--- src/rtl/keypad_pkg.sv ---
`default_nettype none
// +----------------------------------------------------------------------+
// | Module  : keypad_pkg                                                 |
// | Brief   : Shared types, constants and helpers for the keypad scanner |
// | Revision: 1.0 - initial release                                      |
// +----------------------------------------------------------------------+
package keypad_pkg;

  typedef enum logic [1:0] {
    SCAN       = 2'd0,
    PRESS_DB   = 2'd1,
    HELD       = 2'd2,
    RELEASE_DB = 2'd3
  } scan_state_t;

  // All rows released (active-low drive)
  localparam logic [3:0] ROW_IDLE = 4'b1111;

  // True when exactly one bit of a 4-bit vector is set
  function automatic logic is_onehot4(input logic [3:0] v);
    return (v != 4'd0) && ((v & (v - 4'd1)) == 4'd0);
  endfunction

  // Row index to one-hot (active-high)
  function automatic logic [3:0] idx_to_onehot(input logic [1:0] idx);
    return 4'b0001 << idx;
  endfunction

endpackage
`default_nettype wire

--- src/rtl/keypad_decoder.sv ---
`default_nettype none
// +----------------------------------------------------------------------+
// | Module  : keypad_decoder                                             |
// | Brief   : Combinational one-hot row/column to hex key code mapping   |
// | Revision: 1.0 - initial release                                      |
// +----------------------------------------------------------------------+
module keypad_decoder (
  input  logic [3:0] row_onehot,
  input  logic [3:0] col_onehot,
  output logic [3:0] key_code
);

  // Map physical key position to its printed legend; illegal combos give 0
  always_comb begin
    key_code = 4'h0;
    case ({row_onehot, col_onehot})
      8'b0001_0001: key_code = 4'h1;
      8'b0001_0010: key_code = 4'h2;
      8'b0001_0100: key_code = 4'h3;
      8'b0001_1000: key_code = 4'hC;
      8'b0010_0001: key_code = 4'h4;
      8'b0010_0010: key_code = 4'h5;
      8'b0010_0100: key_code = 4'h6;
      8'b0010_1000: key_code = 4'hD;
      8'b0100_0001: key_code = 4'h7;
      8'b0100_0010: key_code = 4'h8;
      8'b0100_0100: key_code = 4'h9;
      8'b0100_1000: key_code = 4'hE;
      8'b1000_0001: key_code = 4'hA;
      8'b1000_0010: key_code = 4'h0;
      8'b1000_0100: key_code = 4'hB;
      8'b1000_1000: key_code = 4'hF;
      default:      key_code = 4'h0;
    endcase
  end

endmodule
`default_nettype wire

--- src/rtl/keypad_scanner.sv ---
`default_nettype none
// +----------------------------------------------------------------------+
// | Module  : keypad_scanner                                             |
// | Brief   : 4x4 matrix keypad row scanner with press/release debounce, |
// |           one key_valid pulse per accepted press                     |
// | Revision: 1.0 - initial release                                      |
// +----------------------------------------------------------------------+
module keypad_scanner #(
  parameter int SCAN_DIV        = 16,
  parameter int DEBOUNCE_CYCLES = 64
) (
  input  logic       clk,
  input  logic       reset_n,
  input  logic [3:0] col_n,
  output logic [3:0] row_n,
  output logic [3:0] key_code,
  output logic       key_valid,
  output logic       key_held
);

  import keypad_pkg::*;

  localparam int CNT_MAX = (SCAN_DIV > DEBOUNCE_CYCLES) ? SCAN_DIV : DEBOUNCE_CYCLES;
  localparam int CNT_W   = (CNT_MAX > 1) ? $clog2(CNT_MAX) : 1;

  localparam logic [CNT_W-1:0] DWELL_LAST = CNT_W'(SCAN_DIV - 1);
  localparam logic [CNT_W-1:0] DB_LAST    = CNT_W'(DEBOUNCE_CYCLES - 1);
  localparam logic [CNT_W-1:0] CNT_ONE    = CNT_W'(1);

  logic [3:0]       sync1_q, sync2_q;
  logic [3:0]       col_act;
  scan_state_t      state_q;
  logic [1:0]       row_idx_q;
  logic [3:0]       row_n_q;
  logic [CNT_W-1:0] dwell_q;
  logic [CNT_W-1:0] db_q;
  logic [3:0]       cap_row_q;
  logic [3:0]       cap_col_q;
  logic [3:0]       key_code_q;
  logic             key_valid_q;
  logic             key_held_q;
  logic [3:0]       dec_code;
  logic             cap_bit_set;

  // Columns are asynchronous to clk: two-flop synchronizer, idle-high reset
  always_ff @(posedge clk or negedge reset_n) begin
    if (!reset_n) begin
      sync1_q <= ROW_IDLE;
      sync2_q <= ROW_IDLE;
    end else begin
      sync1_q <= col_n;
      sync2_q <= sync1_q;
    end
  end

  assign col_act     = ~sync2_q;
  // Only the captured column matters once a key is held (first key wins)
  assign cap_bit_set = (col_act & cap_col_q) != 4'd0;

  keypad_decoder u_decoder (
    .row_onehot (cap_row_q),
    .col_onehot (cap_col_q),
    .key_code   (dec_code)
  );

  // Scan / debounce state machine with dwell and debounce counters and registered outputs
  always_ff @(posedge clk or negedge reset_n) begin
    if (!reset_n) begin
      state_q     <= SCAN;
      row_idx_q   <= 2'd0;
      row_n_q     <= 4'b1110;
      dwell_q     <= '0;
      db_q        <= '0;
      cap_row_q   <= 4'd0;
      cap_col_q   <= 4'd0;
      key_code_q  <= 4'h0;
      key_valid_q <= 1'b0;
      key_held_q  <= 1'b0;
    end else begin
      key_valid_q <= 1'b0;
      case (state_q)
        SCAN: begin
          // Sample only at the end of the dwell so the row drive and synchronizer have settled
          if (dwell_q == DWELL_LAST) begin
            dwell_q <= '0;
            if (is_onehot4(col_act)) begin
              cap_row_q <= idx_to_onehot(row_idx_q);
              cap_col_q <= col_act;
              db_q      <= '0;
              state_q   <= PRESS_DB;
            end else begin
              row_idx_q <= row_idx_q + 2'd1;
              row_n_q   <= ROW_IDLE ^ idx_to_onehot(row_idx_q + 2'd1);
            end
          end else begin
            dwell_q <= dwell_q + CNT_ONE;
          end
        end

        PRESS_DB: begin
          if (col_act == cap_col_q) begin
            if (db_q == DB_LAST) begin
              state_q     <= HELD;
              db_q        <= '0;
              key_code_q  <= dec_code;
              key_valid_q <= 1'b1;
              key_held_q  <= 1'b1;
            end else begin
              db_q <= db_q + CNT_ONE;
            end
          end else begin
            // Bounce: rescan the same row from the start of its dwell
            state_q <= SCAN;
            dwell_q <= '0;
            db_q    <= '0;
          end
        end

        HELD: begin
          if (!cap_bit_set) begin
            state_q <= RELEASE_DB;
            db_q    <= '0;
          end
        end

        RELEASE_DB: begin
          if (cap_bit_set) begin
            state_q <= HELD;
            db_q    <= '0;
          end else if (db_q == DB_LAST) begin
            state_q    <= SCAN;
            db_q       <= '0;
            dwell_q    <= '0;
            key_held_q <= 1'b0;
            row_idx_q  <= row_idx_q + 2'd1;
            row_n_q    <= ROW_IDLE ^ idx_to_onehot(row_idx_q + 2'd1);
          end else begin
            db_q <= db_q + CNT_ONE;
          end
        end

        default: state_q <= SCAN;
      endcase
    end
  end

  assign row_n     = row_n_q;
  assign key_code  = key_code_q;
  assign key_valid = key_valid_q;
  assign key_held  = key_held_q;

endmodule
`default_nettype wire

--- config.mk ---
export PLATFORM = sky130hd
export DESIGN_NAME = keypad_scanner
export DESIGN_NICKNAME = d
export VERILOG_FILES = /design/src/rtl/keypad_pkg.sv /design/src/rtl/keypad_decoder.sv /design/src/rtl/keypad_scanner.sv
export SDC_FILE = /design/constraint.sdc
export NUM_CORES = 1
export LEC_CHECK = 0
export BUFFER_PORTS_ARGS = -buffer_cell sky130_fd_sc_hd__buf_2
export CAP_MARGIN = 20
export CORE_MARGIN = 1.5
export CORE_UTILIZATION = 30
export CTS_CLUSTER_SIZE = 8
export DETAILED_ROUTE_END_ITERATION = 8
export SYNTH_ARGS = -nofsm -noshare
export SYNTH_HDL_FRONTEND = slang
export SYNTH_SLANG_ARGS = --single-unit
--- constraint.sdc ---
create_clock -name clk -period 2.3 [get_ports clk]
set_clock_uncertainty 0.15 [all_clocks]
set_input_delay 0.23 -clock clk [delete_from_list [all_inputs] [get_ports clk]]
set_output_delay 0.23 -clock clk [all_outputs]
set_load 0.02 [all_outputs]
==> metrics.csv, run 1 <==
stage,metric,value,unit
outcome,outcome,"complete, no violations",
synthesis,compound-cell area share of the yosys netlist,11.99,%
worst_setup_path,Crit. End Element,flip-flop,
synthesis,cells after synthesis,227,
global_route,initial antenna violation count,0,
detailed_routing,routed length per placed instance,12.59,um
synthesis,Post-synth EDFFs,0,
cts,CTS Buf Count,5,
sta,Period minus WS final,2.220,ns
power,Power Dens Cells,857.7,mW/mm^2
synthesis,Post-Syn Area,0.002337,sq mm
cts,CTS sink count,42,
detailed_routing,Iter 0 DRT Violations,60,
detailed_routing,via count,1705,
global_route,largest net degree at the start of global routing,38,
synthesis,Synth area leaders,"dfrtp_1 33%, dfstp_2 12%, ha_1 7.5%",
die,I/O pin cnt,16,
die,Die Area,0.008329,sq mm
synthesis,Async SR Flop Fraction,100.0,%
synthesis,multiplexer area fraction after synthesis,5.621,%
synthesis,"Top FF cell, synth",dfrtp_1,
synthesis,share of the synthesized area in the top cell type,33.19,%
cts,Clock Pin Slew Worst Setup and Hold Paths,0.08,ns
detailed_routing,Via density,4.646,
die,Die Y,91.27,um
final_layout,ANT cells,0,
synthesis,leading area contributor after synthesis,dfrtp_1,
synthesis,Yosys cell types,55,
cts,CTS Buffer Depth,2,
synthesis,Adder-Cell Fraction of Synth Area,7.495,%
sta,"Period Utilization, post-route",96.52,%
sta,Fmax,0.4504,GHz
sta,Setup Viol. Count Final,0,
die,# rows,32,
cts,htree depth,2,
final_layout,Area Growth Syn to Fin,22.80,%
sta,Slew Limit Fails,0,
die,Floorplan Core Area,0.007647,sq mm
power,leak pwr,1.365,nW
cts,CTS tree,built,
detailed_routing,First-pass DRT Iterations,4,
detailed_routing,Final ANT Viol Nets,0,
place,Post-Place Setup Slack,-0.03160,ns
synthesis,xor/xnor cell area share of the yosys netlist,3.373,%
global_route,first-pass GRT wire length,7872,um
power,worst vdd ir,0.0003568,V
sta,Worst slew margin,46.26,%
synthesis,Avg Inst Size Synth,10.30,sq um
die,starting density of the core,30.56,%
synthesis,YS warnings,0,
die,Die X,91.27,um
synthesis,largest family of logic cells by synthesized area,simple AND/OR/NAND/NOR gates,
worst_setup_path,CP max FO,2,
sta,Slew @ Worst Pin,0.8062,ns
min_path,Hold Path Class,flip-flop to flip-flop,
power,Overall Power,2.462,mW
final_layout,nets,284,
job,total of max-cap violations,0,
worst_setup_path,worst endpoint required time,2.34,ns
place,Final GP Congestion,0.8231,
synthesis,register area share after synthesis,45.56,%
final_layout,layout cells sized above 1,30.19,%
place,input/output buffers,15,
sta,Hold Worst Slack,0.2077,ns
cts,worst skew pair latency,0.29,ns
synthesis,syn_nets,247,
synthesis,Synth Area in Simple Gates,20.88,%
place,dpl hpwl,3313,um
global_route,remaining global-route overflow,0,
synthesis,Seq cells post-synth,42,
worst_setup_path,CP arrival,2.26,ns
global_route,Total GRT Usage,11.64,%
sta,hold violation count in the final report,0,
worst_setup_path,critical path class,flip-flop to flip-flop,
detailed_routing,final WL,4619,um
detailed_routing,DR DRC count,0,
global_route,number of global-route vias before repair,1707,
worst_setup_path,crit path launch type,flip-flop,
cts,Clock Tree Root,clkbuf_8,
sta,final worst slack,0.07998,ns
## layout by cell type, fill, tap and decap left out, drive strengths merged, types with 3 or more instances in the layout
master       synthesis  routed
a21o                 3       3
a21oi                7       7
buf                  9      36
clkbuf               2       6
dfrtp               31      31
dfstp               11      11
dlygate4sd3          0       5
ha                  14      14
inv                 16      16
mux2                 6       6
mux2i                6       6
nand2               21      21
nand2b               3       3
nand3                8       8
nand4                3       3
nand4b               3       3
nor2                13      13
nor3                 7       7
nor4b                3       3
o21ai               12      12
or3                  5       5
xnor2                6       6
xor2                 3       3
## critical path, cell delays in order (launching register included)
cell and delay [ns]:
dfstp_2 0.53, inv_1 0.06, ha_4 0.24, nor4_4 0.31, nor3b_4 0.26, nand2_2 0.08, or3_1 0.31, o22a_1 0.16
## flip-flops by register name, summed over array words and instances, names as in the netlist
signal	cells
db_q	6
dwell_q	6
cap_col_q	4
cap_row_q	4
key_code	4
row_n	4
sync1_q	4
sync2_q	4
row_idx_q	2
state_q	2
key_held	1
key_valid	1
## per-stage QoR
| stage | utilization (%) | area (sq um) | instances | setup TNS [ns] |
|---|---|---|---|---|
| 6_report | 37.53 | 2870 | 367 | 0 |
| 4_1_cts | 36.76 | 2811 | 367 | 0 |
| 3_3_place_gp | 34.21 | 2616 | 351 | 0 |
| 2_1_floorplan | - | 2337 | 227 | 0 |
| 3_5_place_dp | 34.21 | 2616 | 351 | -0.03160 |
| 5_1_grt | 37.53 | 2870 | 367 | -0.0006088 |
## path summary, 6_finish.rpt
check	start	endpoint	slack [ns]	cells after the start
hold / removal	sync1_q[3]	sync2_q[3]	0.21	0
max in group asynchronous	reset_n	sync1_q[0]	0.92	3
setup reg to reg	sync2_q[0]	key_code[0]	0.08	7
setup / recovery	sync2_q[0]	key_code[0]	0.08	7
min in group asynchronous	reset_n	dwell_q[0]	0.42	2
hold reg to reg	sync1_q[3]	sync2_q[3]	0.21	0
## repair_timing
action                                  4_1_cts  5_1_grt
endpoints found under the setup margin        1       14
hold endpoints to repair                     35        0
buffers inserted                              3        0
hold buffers                                  5        0
pin swaps                                     2        2
resized for setup                             1       11
## layout make-up
type / instances / area (sq um)
Fill cell: 742 / 4777
Clock inverter: 2 / 37.54
Clock buffer: 6 / 72.57
Inverter: 16 / 60.06
Multi-Input combinational cell: 158 / 1225
Sequential cell: 42 / 1065
Timing Repair Buffer: 41 / 282.8
Tap cell: 102 / 127.6
## Yosys cell counts (2+ instances only)
library cell / n
inv_1: 16
nand4b_1: 2
xor2_1: 3
ha_1: 14
o21ai_0: 12
nor3_1: 7
and2_1: 2
a21o_1: 2
buf_2: 8
nor4b_1: 3
nand2_1: 20
nor2b_1: 2
o211ai_1: 2
nand3_1: 8
mux2_2: 5
nand4_1: 3
dfrtp_1: 31
mux2i_1: 6
o21a_1: 2
dfstp_2: 11
a21oi_1: 7
a22o_1: 2
nor2_1: 12
xnor2_1: 6
nor4bb_1: 2
o221ai_1: 2
o2bb2ai_1: 2
and3_1: 2
clkbuf_1: 2
or3_1: 4
nand2b_1: 3
## cell families (layout without fill, tap and decap cells)
kind of cell               after synthesis  after routing
adders and majority gates               14             14
muxes                                   12             12
xor gates and xnor gates                 9              9
AOI/OAI and AO/OA                       40             40
buffers and inverters                   27             65
and+or+nand+nor                         83             83
DFF                                     42             42
## per-layer routing
layer | share of wire (%) | global-route usage [%]
met3 | 3.8 | 3.266
met2 | 46 | 18.28
met1 | 49 | 15.66
met5 | 0 | 0
met4 | 0.84 | 3.125
## power by group
group | total, mW | switching (mW) | internal (mW)
Sequential | 1.07 | 0.175 | 0.900
Combinational | 0.811 | 0.420 | 0.392
Clock | 0.576 | 0.252 | 0.324
Total | 2.46 | 0.846 | 1.62
Note: power is estimated with default switching activity, not from simulation.
==> run 2, diff against run 1 <==
--- a/config.mk
+++ b/config.mk
@@ -5,6 +5,7 @@
 export SDC_FILE = /design/constraint.sdc
 export NUM_CORES = 1
 export LEC_CHECK = 0
+export ABC_AREA = 1
 export BUFFER_PORTS_ARGS = -buffer_cell sky130_fd_sc_hd__buf_2
 export CAP_MARGIN = 20
 export CORE_MARGIN = 1.5
==> metrics.csv, run 2 <==
stage,metric,value,unit,change
sta,"Period Utilization, post-route",84.01,%,-13 points
die,# rows,32,,unchanged
global_route,initial antenna violation count,0,,unchanged
synthesis,Post-synth EDFFs,0,,unchanged
die,Floorplan Core Area,0.007687,sq mm,+0.52%
worst_setup_path,critical path class,flip-flop to flip-flop,,
final_layout,Regs by FF count,"db_q (6), dwell_q (6)",,
place,dpl hpwl,3315,um,about the same
die,I/O pin cnt,16,,unchanged
power,Overall Power,2.502,mW,+1.6%
sta,Slew Limit Fails,0,,unchanged
power,Pint,1.501,mW,-7.1%
sta,Setup TNS Final,0,ns,unchanged
die,Die X,91.90,um,+0.70%
die,Die Area,0.008446,sq mm,+1.4%
sta,Fmax,0.5176,GHz,+15%
synthesis,Post-Syn Area,0.002371,sq mm,+1.4%
power,leak pwr,1.399,nW,+2.5%
final_layout,"commonest non-fill, non-tap cell in the layout",nand2_1,,
sta,unrepaired setup endpoints after global routing,no,,
global_route,remaining global-route overflow,0,,unchanged
global_route,number of global-route vias before repair,1806,,+5.8%
outcome,outcome,"complete, no violations",,
power,Reg power frac,43.9,%,+0.3 points
die,starting density of the core,30.84,%,+0.28 points
final_layout,ANT cells,0,,unchanged
synthesis,Async SR Flop Fraction,100.0,%,unchanged
place,input/output buffers,15,,unchanged
synthesis,register area share after synthesis,44.91,%,-0.65 points
final_layout,final design utilization,35.30,%,-2.2 points
worst_setup_path,worst endpoint required time,2.32,ns,-0.02 ns
sta,hold violation count in the final report,0,,unchanged
final_layout,nets,338,,+19%
cts,CTS Buf Count,5,,unchanged
synthesis,Avg Inst Size Synth,8.148,sq um,-21%
detailed_routing,First-pass DRT Iterations,4,,unchanged
min_path,Hold Path Class,flip-flop to flip-flop,,
cts,setup bufs post-CTS,0,,-3
power,Clk pwr share,19.3,%,-4.1 points
cts,worst skew pair latency,0.29,ns,about the same
worst_setup_path,CP arrival,1.95,ns,-0.31 ns
synthesis,most frequent cells after synthesis,"95 x nand2_1, 31 x dfrtp_1, 28 x nand3_1",,
synthesis,"Top FF cell, synth",dfrtp_1,,
detailed_routing,Final ANT Viol Nets,0,,unchanged
worst_setup_path,crit path launch type,flip-flop,,
power,Power Dens Cells,922.0,mW/mm^2,+7.5%
synthesis,share of the synthesized area in the top cell type,32.72,%,-0.47 points
synthesis,leading area contributor after synthesis,dfrtp_1,,
final_layout,final instance area,0.002714,sq mm,-5.4%
synthesis,Synth area leaders,"dfrtp_1 33%, nand2_1 15%, dfstp_2 12%",,
cts,CTS sink count,42,,unchanged
power,Comb power frac,36.8,%,+3.8 points
sta,Worst slew margin,67.78,%,+22 points
sta,Slew @ Worst Pin,0.4832,ns,-0.3229 ns
global_route,first-pass GRT wire length,7866,um,about the same
final_layout,Area Growth Syn to Fin,14.46,%,
final_layout,layout cells sized above 1,18.81,%,-11 points
synthesis,syn_nets,311,,+26%
detailed_routing,Via density,4.394,,-5.4%
synthesis,YS warnings,0,,unchanged
cts,htree depth,2,,unchanged
job,total of max-cap violations,0,,unchanged
detailed_routing,Iter 0 DRT Violations,74,,+23%
global_route,Total GRT Usage,11.40,%,-0.24 points
synthesis,Yosys cell types,24,,-56%
cts,Clock Tree Root,clkbuf_8,,
synthesis,cells after synthesis,291,,+28%
detailed_routing,routed length per placed instance,10.23,um,-19%
detailed_routing,DR DRC count,0,,unchanged
cts,Clock Pin Slew Worst Setup and Hold Paths,0.08,ns,about the same
synthesis,most frequent cell after synthesis,nand2_1,,
place,"Cell Area, Placed",0.002572,sq mm,-1.7%
worst_setup_path,Crit. End Element,flip-flop,,
detailed_routing,final WL,4305,um,-6.8%
cts,CTS tree,built,,
final_layout,most frequent cells in the layout,"95 x nand2_1, 31 x dfrtp_1, 28 x nand3_1",,
power,Sw Share,40.00,%,+5.6 points
worst_setup_path,CP max FO,11,,+9
cts,Post-CTS Resized,0,,-1
power,worst vdd ir,0.0002292,V,-36%
die,Die Y,91.90,um,+0.70%
sta,Period minus WS final,1.932,ns,-0.2879 ns
detailed_routing,via count,1850,,+8.5%
place,Final GP Congestion,0.8033,,-2.4%
global_route,largest net degree at the start of global routing,23,,-39%
synthesis,Seq cells post-synth,42,,unchanged
sta,Setup Viol. Count Final,0,,unchanged
cts,CTS Buffer Depth,2,,unchanged
power,Net Switching,1.001,mW,+18%
==> run 2: cell count changes after synthesis, sizes merged, moves of 4 or more <==
| cell | delta |
|---|---|
| nand2 | +79 |
| nand3 | +24 |
| nor2 | +18 |
| inv | +14 |
| o21ai | +8 |
| buf | -7 |
| mux2 | -6 |
| mux2i | -6 |
| nor3 | -6 |
| or3 | -5 |
| xnor2 | -4 |
==> run 2: through the flow <==
stage | setup slack (ns) | std cells | hold WS (ns)
2_1_floorplan | 0.5810 | 291 | -0.2156
3_3_place_gp | 0.4252 | 408 | 0.07406
3_5_place_dp | 0.3541 | 408 | 0.07368
4_1_cts | 0.3493 | 421 | 0.2082
5_1_grt | 0.2093 | 421 | 0.2128
6_report | 0.3678 | 421 | 0.2058
==> run 2: final timing paths <==
path | slack [ns] | start | end | depth (start not counted)
setup / recovery | 0.37 | sync2_q[1] | row_idx_q[0] | 7
hold / removal | 0.21 | sync1_q[3] | sync2_q[3] | 0
setup reg to reg | 0.37 | sync2_q[1] | row_idx_q[0] | 7
hold reg to reg | 0.21 | sync1_q[3] | sync2_q[3] | 0
max in group asynchronous | 1.11 | reset_n | sync1_q[0] | 3
min in group asynchronous | 0.27 | reset_n | cap_row_q[1] | 2
==> run 2: power by group through the flow <==
stage | clock [mW] | combinational, mW | sequential (mW)
after floorplan | 0 | 0.684 | 1.12
after global placement | 0 | 0.904 | 1.11
after detailed placement | 0 | 0.922 | 1.11
after CTS | 0.509 | 0.936 | 1.10
after global routing | 0.546 | 1.07 | 1.13
final | 0.483 | 0.922 | 1.10
==> run 2: final cells by class <==
cell class                 instances  area [sq um]
multi-input combinational        217          1177
sequential                        42          1065
tap                              102         127.6
fill                             800          4974
clock buffer                       7         86.33
clock inverter                     1         5.005
inverter                          30         112.6
timing repair buffer              22         140.1
==> run 2: metal layers <==
layer | wire (um) | vias up | global-route usage [%] | part of all wire (%)
met2 | 1932 | 27 | 18.33 | 45
met4 | 38 | 0 | 3.718 | 0.88
li1 | - | 980 | - | -
met5 | 0 | - | 0 | 0
met3 | 103 | 4 | 2.156 | 2.4
met1 | 2231 | 839 | 15.40 | 52
==> run 2: what timing repair did <==
action	CTS	global route
hold endpoints to repair	19	0
hold buffers	5	0
endpoints found under the setup margin	0	0
==> run 2: kinds of logic (layout without fill, tap and decap cells) <==
group	count (synthesis)	in the layout	share of synthesized area, %
simple gates	169	169	33.19
flops	42	42	44.91
buf+inv	32	60	5.435
compound gates	27	27	6.490
fa+ha+maj	14	14	7.388
xor+xnor	7	7	2.586
==> run 2: critical path, stage by stage, from the launching register on <==
cell and delay (ns):
dfstp_2 0.54, inv_1 0.06, ha_1 0.20, nor2_1 0.14, nand3_1 0.13, nand2_1 0.10, nand3_2 0.26, xor2_1 0.23
==> run 3, diff against run 2 <==
--- a/config.mk
+++ b/config.mk
@@ -5,7 +5,7 @@
 export SDC_FILE = /design/constraint.sdc
 export NUM_CORES = 1
 export LEC_CHECK = 0
-export ABC_AREA = 1
+export ABC_AREA = 0
 export BUFFER_PORTS_ARGS = -buffer_cell sky130_fd_sc_hd__buf_2
 export CAP_MARGIN = 20
 export CORE_MARGIN = 1.5
==> constraint.sdc (replaced) <==
create_clock -name clk -period 1.9 [get_ports clk]
set_clock_uncertainty 0.15 [all_clocks]
set_input_delay 0.19 -clock clk [delete_from_list [all_inputs] [get_ports clk]]
set_output_delay 0.19 -clock clk [all_outputs]
set_load 0.02 [all_outputs]
==> metrics.csv, run 3 (synthesis results as in run 1) <==
stage,metric,value,unit,change
final_layout,Regs by FF count,"db_q (6), dwell_q (6)",,
sta,Slew @ Worst Pin,0.5544,ns,+0.07113 ns
cts,worst skew pair latency,0.30,ns,about the same
place,"Cell Area, Placed",0.002813,sq mm,+9.3%
detailed_routing,DR DRC count,0,,unchanged
cts,htree depth,2,,unchanged
place,Final GP Congestion,0.8011,,-0.27%
detailed_routing,Iter 0 DRT Violations,55,,-26%
cts,CTS Buf Count,5,,unchanged
detailed_routing,final WL,4740,um,+10%
sta,Setup Viol. Count Final,22,,+22
worst_setup_path,worst reg2reg startpoint,sync2_q[1],,
cts,CTS Buffer Depth,2,,unchanged
final_layout,storage element area,0.001065,sq mm,unchanged
power,worst vdd ir,0.0003477,V,+52%
power,Power Dens Cells,1018,mW/mm^2,+10%
sta,hold violation count in the final report,0,,unchanged
worst_setup_path,CP arrival,2.18,ns,+0.23 ns
global_route,first-pass GRT wire length,8369,um,+6.4%
die,Floorplan Core Area,0.007647,sq mm,-0.52%
final_layout,most frequent cells in the layout,"37 x buf_4, 31 x dfrtp_1, 18 x nand2_1",,
die,Die X,91.27,um,-0.69%
die,Die Y,91.27,um,-0.69%
detailed_routing,via count,1793,,-3.1%
final_layout,Layout Cells excl Fill,388,,-7.8%
final_layout,layout cells sized above 1,42.31,%,+23 points
sta,final worst slack,-0.2377,ns,-0.6055 ns
die,# rows,32,,unchanged
sta,unrepaired setup endpoints after global routing,yes,,
job,total of max-cap violations,0,,unchanged
detailed_routing,First-pass DRT Iterations,4,,unchanged
sta,Worst slew margin,62.56,%,-5.2 points
detailed_routing,Final ANT Viol Nets,0,,unchanged
worst_setup_path,worst endpoint required time,1.94,ns,-0.38 ns
worst_setup_path,Crit. End Element,flip-flop,,
final_layout,"commonest non-fill, non-tap cell in the layout",buf_4,,
outcome,outcome,finished with violations,,
cts,Clock Pin Slew Worst Setup and Hold Paths,0.09,ns,about the same
global_route,Total GRT Usage,12.36,%,+0.96 points
final_layout,fillers,755,,-5.6%
power,leak pwr,1.511,nW,+8.0%
worst_setup_path,CP max FO,2,,-9
sta,Fmax,0.4678,GHz,-9.6%
place,dpl hpwl,3419,um,+3.1%
sta,"Period Utilization, post-route",112.5,%,+29 points
final_layout,Area Growth Syn to Fin,35.55,%,
cts,CTS sink count,42,,unchanged
final_layout,ANT cells,0,,unchanged
final_layout,area of the multi-input gates,0.001340,sq mm,+14%
outcome,failing checks,negative setup slack,,
global_route,initial antenna violation count,0,,unchanged
detailed_routing,routed length per placed instance,12.22,um,+19%
die,I/O pin cnt,16,,unchanged
worst_setup_path,Critical Path Source,sync2_q[1],,
cts,Clock Tree Root,clkbuf_8,,
worst_setup_path,worst r2r path cells,7,,unchanged
min_path,Hold Path Class,primary input to async pin,,
die,Die Area,0.008329,sq mm,-1.4%
final_layout,final design utilization,41.43,%,+6.1 points
sta,Slew Limit Fails,0,,unchanged
global_route,number of global-route vias before repair,1797,,-0.50%
place,input/output buffers,15,,unchanged
final_layout,final instance area,0.003168,sq mm,+17%
final_layout,nets,305,,-9.8%
worst_setup_path,reg2reg setup slack,-0.24,ns,-0.61 ns
global_route,largest net degree at the start of global routing,19,,-17%
detailed_routing,Via density,4.621,,+5.2%
place,Post-Place Setup Slack,-0.2391,ns,-0.5933 ns
die,starting density of the core,30.56,%,-0.28 points
worst_setup_path,crit path launch type,flip-flop,,
sta,Period minus WS final,2.138,ns,+0.2055 ns
cts,CTS tree,built,,
worst_setup_path,critical path class,flip-flop to flip-flop,,
global_route,remaining global-route overflow,0,,unchanged
place,dpl cells,371,,-9.1%
run 3: cell types whose count changed in the layout (fill, tap and decap cells not counted), sizes merged, moves of 5 or more:
cell   change
nor2      -18
nor3       +6
o21ai      -8
inv       -14
or3        +5
mux2i      +6
nand2     -79
buf       +40
nand3     -24
mux2       +6
run 3: through the flow:
stage          setup TNS, ns  hold slack, ns  power, mW
2_1_floorplan        -0.3563         -0.2556      2.007
3_3_place_gp          -2.811        -0.09193      2.365
3_5_place_dp          -3.290        -0.09417      2.397
4_1_cts               -2.874          0.1157      3.241
5_1_grt               -4.914          0.1315      3.454
6_report              -2.571          0.1180      3.225
run 3: per-layer routing:
layer  global-route usage [%]  up-vias  part of all wire, %
met1                    15.87      861                   46
met3                    3.266        4                  3.1
met5                        0        -                    0
met4                    2.734        0                 0.72
li1                         -      906                    -
met2                    20.71       22                   50
run 3: worst max-delay path, stage by stage, from the launching register on:
cell,delay [ns]
dfstp_2,0.55
inv_2,0.04
ha_4,0.21
nor4_4,0.29
nor3b_4,0.25
nand2_2,0.08
or3_1,0.30
o22a_1,0.16
run 3: area by class of cell:
cell class	count	share of cell area, %
Timing Repair Buffer	62	14.49
Sequential cell	42	33.61
Inverter	16	1.975
Clock inverter	3	1.422
Multi-Input combinational cell	158	42.30
Tap cell	102	4.028
Clock buffer	5	2.172
run 3: where the power goes:
| part | total (mW) | internal, mW | leakage, nW | switching (mW) |
|---|---|---|---|---|
| sequential | 1.24 | 1.09 | 0.530 | 0.148 |
| clock | 0.721 | 0.391 | 0.0504 | 0.330 |
| combinational | 1.27 | 0.633 | 0.931 | 0.632 |
| total | 3.22 | 2.11 | 1.51 | 1.11 |
run 3: final timing paths:
path                                to
setup / recovery           key_code[0]
setup reg to reg           key_code[0]
min in group clk            sync2_q[0]
hold reg to reg             sync2_q[0]
hold / removal                row_n[0]
max in group asynchronous     row_n[2]
run 3: repair_timing:
item                                   4_1_cts  5_1_grt
buffers inserted                             3        1
gates resized for setup                     27        8
endpoints found under the hold margin       37        0
hold buffers                                 5        0
pin swaps                                   14        5
setup endpoints to repair                   28       30
